<file path="src/rtl/alu_result_fifo.sv">
// Capture FIFO for ALU results: tags each pushed result with zero/negative/16-bit-overflow
// flags and presents the oldest entry first-word-fall-through on the Out_* ports.
module alu_result_fifo #(
    parameter int DEPTH = 4,
    parameter int WIDTH = 32
) (
    input  logic                             Clk,
    input  logic                             Rst,
    input  logic                             In_valid,
    output logic                             In_ready,
    input  logic signed [WIDTH-1:0]          Result,
    input  logic [2:0]                       Op_code,
    output logic                             Out_valid,
    input  logic                             Out_ready,
    output logic signed [WIDTH-1:0]          Out_result,
    output logic [2:0]                       Out_op_code,
    output logic                             Out_zero,
    output logic                             Out_neg,
    output logic                             Out_ovf16,
    output logic [$clog2(DEPTH+1)-1:0]       Count
);

    localparam int PW = $clog2(DEPTH);
    localparam int CW = $clog2(DEPTH+1);

    typedef struct packed {
        logic [WIDTH-1:0] res;
        logic [2:0]       op;
        logic             zero;
        logic             neg;
        logic             ovf16;
    } entry_t;

    entry_t          mem_q [DEPTH];
    entry_t          entry_d;
    entry_t          head;
    logic [PW-1:0]   wr_ptr_q, wr_ptr_d;
    logic [PW-1:0]   rd_ptr_q, rd_ptr_d;
    logic [CW-1:0]   count_q, count_d;
    logic            push, pop;
    logic [WIDTH-16:0] upper_bits;

    assign In_ready  = (count_q < CW'(DEPTH)) && !Rst;
    assign Out_valid = (count_q != '0);
    assign push      = In_valid && In_ready;
    assign pop       = Out_valid && Out_ready;

    // Result fits in 16 signed bits only when bits [WIDTH-1:15] are all copies of the sign.
    assign upper_bits    = Result[WIDTH-1:15];
    assign entry_d.res   = Result;
    assign entry_d.op    = Op_code;
    assign entry_d.zero  = (Result == '0);
    assign entry_d.neg   = Result[WIDTH-1];
    assign entry_d.ovf16 = ~((&upper_bits) | ~(|upper_bits));

    assign head        = mem_q[rd_ptr_q];
    assign Out_result  = head.res;
    assign Out_op_code = head.op;
    assign Out_zero    = head.zero;
    assign Out_neg     = head.neg;
    assign Out_ovf16   = head.ovf16;
    assign Count       = count_q;

    // NOTE: combinational next-state logic uses blocking '=' with defaults first so no
    // latch is inferred; the registers below take these values with non-blocking '<='.
    always_comb begin
        wr_ptr_d = wr_ptr_q;
        rd_ptr_d = rd_ptr_q;
        count_d  = count_q;
        if (push) wr_ptr_d = wr_ptr_q + PW'(1);
        if (pop)  rd_ptr_d = rd_ptr_q + PW'(1);
        case ({push, pop})
            2'b10:   count_d = count_q + CW'(1);
            2'b01:   count_d = count_q - CW'(1);
            default: count_d = count_q;
        endcase
    end

    always_ff @(posedge Clk or posedge Rst) begin
        if (Rst) begin
            wr_ptr_q <= '0;
            rd_ptr_q <= '0;
            count_q  <= '0;
            // NOTE: storage is reset too, so the Out_* ports read all-zero after reset
            // rather than stale contents; this costs reset routing on every entry.
            for (int i = 0; i < DEPTH; i++) begin
                mem_q[i] <= '0;
            end
        end else begin
            if (push) mem_q[wr_ptr_q] <= entry_d;
            wr_ptr_q <= wr_ptr_d;
            rd_ptr_q <= rd_ptr_d;
            count_q  <= count_d;
        end
    end

endmodule

</file>
<file path="config.mk">
export PLATFORM = sky130hd
export DESIGN_NAME = alu_result_fifo
export DESIGN_NICKNAME = d
export VERILOG_FILES = /design/src/rtl/alu_result_fifo.sv
export SDC_FILE = /design/constraint.sdc
export NUM_CORES = 1
export LEC_CHECK = 0
export ABC_AREA = 1
export ABC_CLOCK_PERIOD_IN_PS = 13400
export CAP_MARGIN = 20
export CORE_AREA = 2 2 108 120
export CTS_CLUSTER_SIZE = 30
export DETAILED_ROUTE_END_ITERATION = 7
export DIE_AREA = 0 0 110 122
export PLACE_DENSITY = 0.94
export SYNTH_ARGS = -nofsm -noshare
export SYNTH_HDL_FRONTEND = slang
export SYNTH_SLANG_ARGS = --single-unit
</file>
<file path="constraint.sdc">
create_clock -name Clk -period 13.4 [get_ports Clk]
set_input_delay 1.34 -clock Clk [delete_from_list [all_inputs] [get_ports Clk]]
set_output_delay 1.34 -clock Clk [all_outputs]
set_load 0.05 [all_outputs]
</file>
==> run summary <==
The final-layout setup total negative slack was 0 ns; the number of enable flip-flop cells after synthesis was 0. Clock-pin slew was measured on the worst setup and hold paths at 0.06 ns. When the netlist entered floorplanning its net count stood at 874. Via count normalized by instance count: 5.94. The number of primary I/O pins is 82, and the number of warnings printed during yosys synthesis is 0. The tightest hold path in the finished design has a slack of 0.479 ns. After layout, the worst setup slack is 9.09 ns. The post-detailed-placement cell area came out at 0.00789 mm². The starting utilization of the core area is 0.590. For the worst setup path, the data arrival time is 2.97 ns. The layout overhead on the synthesized area is 16.8%, and the core area is 0.0123 mm². The count of nets left with antenna violations once routing finished came out at 0. Summing all multi-input logic gate instances after layout gives 0.00277 mm². Setup repair after global routing left no endpoint under its margin. Setup violations remaining at the end of the flow were counted as 0.

The most used flip-flop cell after synthesis is sky130_fd_sc_hd__dfrtp_1. The tool flagged a number of max-cap violations equal to 0. The worst setup path is captured at an output pin. The number of buffers created by CTS is 17.

The final wirelength is 18000 µm, and the static leakage is 0.00395 µW. For the final database, setup skew stands at 0.00743 ns. Based on the critical path, the design can be clocked at up to 232 MHz. The global placement routability congestion was 0.834. Dividing the synthesized area by the synthesized cell count gives 8.76 µm². The root buffer cell chosen for the clock tree is sky130_fd_sc_hd__clkbuf_16.

The final core area utilization is 0.689, and the number of nets in the final layout is 927. For this design the ratio of total power to cell area is 304 mW/mm². After synthesis the cells add up to 0.00726 mm². For the placement-stage worst setup slack, the log shows 9.19 ns. The initial antenna violation count came out at 0.

The async set-or-reset flop fraction in the synthesized netlist was 1.00. The die boundary width was 110 µm. The final critical delay including setup and external delays works out to 4.31 ns. The final period utilization is 0.322, and the top cell type's share of synthesized area is 0.534. The number of sinks handled by clock tree synthesis is 155, and the maximum buffer depth of the clock tree is 2. Buffers placed on the I/O ports in this run total 81. The share of layout cells above drive strength 1 was 0.0693.

TritonCTS built the clock tree. Entering global routing, the biggest net connects 84 pins. The clock network latency to the later pin of the worst-skew pair was 0.41 ns; the maximum level of the CTS H-tree was 4.

The most common cell in the synthesized netlist is sky130_fd_sc_hd__nand2_1. The logs give 0.00388 mm² for the area taken by flip-flops and latches and 0 for the antenna diode count. In this run, post-CTS hold repair placed 0 buffers. In this run the core area contains 43 standard-cell rows. The flow ran to the end, and the final reports show no timing, DRC or antenna violations. The count of vias placed by the detailed router is 6254, and the overall fraction of global-route tracks in use is 0.284. The count of distinct cell types in the synthesized netlist is 26, and the routed wire length per instance is 17.1 µm.

The post-CTS resize count is 0, and the worst vdd rail ir drop is 0.000201 V. The logs give 0 for the final-report hold violation count and 5944 for the via count of the first global-routing pass. DRC violation count after routing: 0.

sky130_fd_sc_hd__dfrtp_1 takes more of the synthesized area than any other cell. The min-delay analysis places its worst path in the category reg -> reg. At the worst endpoint, the required time is 12.06 ns.

The die height was 122 µm. The critical path is of the reg -> out type. The tools report the gate count of the mapped netlist as 829. The tools report the headroom to the max-slew limit as 0.482. The finished cells cover 0.00849 mm².

For the total congestion overflow, the log shows 0. The worst setup path is launched from a flop. Counting instances in the post-synthesis netlist gives the leading cell types as 183 x sky130_fd_sc_hd__nand2_1, 155 x sky130_fd_sc_hd__dfrtp_1, 122 x sky130_fd_sc_hd__o21ai_1.

For the max-slew violation count, the log shows 0. The first routing iteration left 752 violations. Once detailed placement completed, the half-perimeter wirelength came to 9890 µm.

By area the synthesized netlist is led by sky130_fd_sc_hd__dfrtp_1 53%, sky130_fd_sc_hd__nand2_1 9.5%, sky130_fd_sc_hd__o21ai_1 8.4%. The sequential share of the synthesized area was 0.534. At the pin with the least slew margin, the transition time is 0.777 ns. The tools report the total die area as 0.0134 mm². The number of register bits inferred by synthesis is 155, and the number of buffers inserted to repair setup after CTS is 0.

Global-route wire length before repair: 29600 µm. The maximum net fanout on the critical path was 59; the filler cell count in the final layout was 856. The tools report the detailed-routing iteration count for the pre-antenna-repair pass as 5.
path summary, 6_finish.rpt:
kind | from | slack (ns) | depth (start not counted) | to
max in group asynchronous | Rst | 10.87 | 4 | mem_q[50]
min reg2reg | mem_q[100] | 0.48 | 2 | mem_q[100]
min in group asynchronous | Rst | 1.48 | 2 | mem_q[151]
min | mem_q[100] | 0.48 | 2 | mem_q[100]
max reg2reg | Count[2] | 11.33 | 9 | Count[2]
max | rd_ptr_q[0] | 9.09 | 5 | Out_result[1]
per-stage QoR:
stage | power (µW) | std cells
2_1_floorplan | 1710 | 829
3_3_place_gp | 2040 | 1019
3_5_place_dp | 2080 | 1019
4_1_cts | 2570 | 1051
5_1_grt | 2720 | 1052
6_report | 2580 | 1052
worst max-delay path: stages (launching register included):
cell and delay (ns):
sky130_fd_sc_hd__dfrtp_2 0.41, sky130_fd_sc_hd__inv_2 0.20, sky130_fd_sc_hd__buf_4 0.56, sky130_fd_sc_hd__o21ai_0 0.23, sky130_fd_sc_hd__o22ai_1 0.28, sky130_fd_sc_hd__clkdlybuf4s50_1 0.86
kinds of logic (layout without fill, tap and decap cells):
group	count (synthesis)	after routing	share of synthesized area
and+or+nand+nor	306	306	0.171
AOI/OAI and AO/OA	255	255	0.192
DFF	155	155	0.534
buffers and inverters	102	168	0.0854
adders and majority gates	6	6	0.0114
xor gates and xnor gates	5	5	0.00603
report_power, final:
part	switching, µW	internal, µW
Sequential	116	677
Clock	178	288
Combinational	894	429
Total	1190	1390
cell usage in the layout, fill, tap and decap left out, types with 2 or more instances in the layout:
cell type | synthesis | final
sky130_fd_sc_hd__inv_1 | 48 | 46
sky130_fd_sc_hd__nor2_1 | 106 | 106
sky130_fd_sc_hd__nand2_8 | 4 | 4
sky130_fd_sc_hd__dfrtp_1 | 155 | 154
sky130_fd_sc_hd__clkinv_2 | 0 | 4
sky130_fd_sc_hd__nand3_1 | 8 | 8
sky130_fd_sc_hd__clkbuf_8 | 0 | 3
sky130_fd_sc_hd__clkbuf_16 | 0 | 17
sky130_fd_sc_hd__xor2_1 | 4 | 4
sky130_fd_sc_hd__o21ai_2 | 19 | 19
sky130_fd_sc_hd__nand2_1 | 183 | 183
sky130_fd_sc_hd__clkdlybuf4s50_1 | 0 | 81
sky130_fd_sc_hd__o21ai_1 | 122 | 122
sky130_fd_sc_hd__bufinv_16 | 0 | 2
sky130_fd_sc_hd__clkbuf_1 | 11 | 5
sky130_fd_sc_hd__o22ai_1 | 37 | 37
sky130_fd_sc_hd__o21ai_0 | 76 | 76
sky130_fd_sc_hd__ha_1 | 5 | 5
sky130_fd_sc_hd__buf_4 | 1 | 5
state kept, by name, summed over array words and instances (netlist names):
name / cells
mem_q: 148
Count: 3
rd_ptr_q: 2
wr_ptr_q: 2
layer usage:
layer / vias to the layer above / global-route usage / wire length, µm / share of wire
li1: 2855 / - / - / -
met1: 3027 / 0.376 / 7040 / 0.39
met2: 316 / 0.473 / 9130 / 0.51
met3: 56 / 0.0498 / 1340 / 0.074
met4: 0 / 0.0934 / 454 / 0.025
met5: - / 0 / 0 / 0
cell type report:
type | instances | share of cell area
Tap cell | 157 | 0.0231
Sequential cell | 155 | 0.457
Timing Repair Buffer | 87 | 0.103
Multi-Input combinational cell | 572 | 0.326
Clock inverter | 7 | 0.0105
Clock buffer | 25 | 0.0572
Inverter | 49 | 0.0231
(Power assumes the default switching activity.)
==> patch, RTL diff (same settings) <==
Set the parameter `DEPTH` to 2 (it was 4).
--- a/src/rtl/alu_result_fifo.sv
+++ b/src/rtl/alu_result_fifo.sv
@@ -2,5 +2,5 @@
 // flags and presents the oldest entry first-word-fall-through on the Out_* ports.
 module alu_result_fifo #(
-    parameter int DEPTH = 4,
+    parameter int DEPTH = 2,
     parameter int WIDTH = 32
 ) (
Interface: changed (resized Count); port bits go from 82 to 81. No check against the original RTL was run, so the function may have changed too.
==> patch against the original RTL <==
Combinational power is 42% lower; global-route usage down 14 points; clock skew grew 2.2 ps; area after synthesis fell by 49%; sequential cell count shrank 77; power down 45%; die area unchanged; first-iteration DRC count down 78%; via count shrank 50%; cell area shrank 42%; cell count down 34%; non-clock buffer count down 4; setup slack better by 90 ps; wire length fell by 51%; largest cell class unchanged; largest power group unchanged; highest routed layer unchanged.
==> patch: results <==
group,metric,value,unit
routing,drtIter0Drc,166,
hold_path,holdCritStartpoint,"mem_q[2]",
routing,total_number_of_vias,3152,
clocking,inserted_clock_buffers,9,
placed_design,place_congestion,0.6909,
final_layout,design.final.nets,577,
synth,sequential_area_share_after_synthesis,52.21,%
grt,grt_start_max_net_pins,79,
power,vdd_ir_drop_max,0.1567,mV
worst_setup_path,reg2reg_slack,11410,ps
sta,worst_slew_margin_rel,33.36,%
final_layout,largest_reg_flops,74,
placed_design,dp.cells,683,
worst_setup_path,critical_path.reg2reg.startpoint,"Count[1]",
placed_design,detailed_place.area,4603,sq um
grt,grt_usage,14.06,%
clocking,ctsHtreeMaxLevel,3,
synth,netlist_top_cells_area,"dfrtp_1, nand2_1, o21ai_2",
worst_setup_path,worst-path-max-fanout,4,
grt,vias_in_the_first_global_route,3094,
worst_setup_path,crit_path_max_incr_delay,840,ps
final_layout,ratio_of_cells_with_drive_above_1_in_the_final_layout,9.225,%
grt,grt_first_pass_wirelength,14.55,mm
sta,holdWs,479.3,ps
routing,first_pass_iters,5,
status,run_status,"completed",
placed_design,hpwl,5.938,mm
sta,finClkSkew,9.633,ps
placed_design,placement.setup.worst_slack,9177,ps
clocking,clock_sinks,78,
final_layout,layout.cells.non_filler,699,
hold_path,hold_path.class,"flip-flop to flip-flop",
synth,netlist-cell-type-count,22,
worst_setup_path,r2r_cells,4,
synth,leading_register_cell_type_out_of_synthesis,"dfrtp_1",
hold_path,min_delay_worst_endpoint,"mem_q[2]",
routing,total_wirelength,8.781,mm
synth,netlist_instances,467,
synth,post_synth_net_total,507,
worst_setup_path,r2r-end,"mem_q[66]",
clocking,clock_insertion_delay_worst_skew,330,ps
synth,synth.cells.most_frequent,"nand2_1, dfrtp_1, inv_1",
worst_setup_path,worst-endpoint-arrival,2880,ps
==> patch: cell count changes after synthesis, sizes merged, moves of 2 or more <==
| cell | delta |
|---|---|
| nand3 | -2 |
| nand2 | +25 |
| o21ai | -146 |
| xor2 | -3 |
| nor2 | -80 |
| o22ai | -37 |
| buf | -17 |
| inv | -8 |
| dfrtp | -77 |
| ha | -4 |
| clkbuf | -12 |
==> patch: worst max-delay path by stage <==
| stage | slack [ps] | startpoint | end |
|---|---|---|---|
| after floorplan | 10070 | Rst | Count[0] |
| after global placement | 9200 | Rst | In_ready |
| after detailed placement | 9180 | Rst | In_ready |
| after CTS | 9170 | Rst | In_ready |
| after global routing | 9120 | rd_ptr_q | Out_result[14] |
| final | 9180 | Rst | In_ready |
==> patch: cells by family (layout without fill, tap and decap cells) <==
logic type	Yosys count	count (layout)	share of synthesized area (%)
AND/OR/NAND/NOR	248	248	25.90
flip-flops	78	78	52.21
AO/OA/AOI/OAI	72	72	12.35
buffers and inverters	65	140	8.501
XOR/XNOR	3	3	0.7029
adder cells (fa/ha/maj)	1	1	0.3346
==> patch: where the power goes <==
part           switching, mW  internal (mW)
clock network         0.0923          0.165
registers             0.0611          0.348
logic                  0.515          0.250
total                  0.668          0.763
==> patch: cell type report <==
class | instances | area, sq um
timing repair buffer | 83 | 823.3
clock buffer | 14 | 284.0
multi-input combinational | 324 | 1476
fill | 1231 | 7396
sequential | 78 | 1952
clock inverter | 2 | 37.54
inverter | 41 | 155.1
tap | 157 | 196.4
==> patch: worst reg2reg max path, delay by kind of cell (launching register included) <==
family	cells	cell delay, ps
compound gates	1	80
simple gates	3	1320
flops	1	450
==> patch: metal layers <==
metal | track usage, % | routed length [microns] | up-vias
met5 | 0 | 0 | -
met4 | 5.617 | 131 | 0
met3 | 2.515 | 504 | 10
met2 | 24.08 | 4297 | 98
met1 | 17.34 | 3848 | 1468
li1 | - | - | 1576
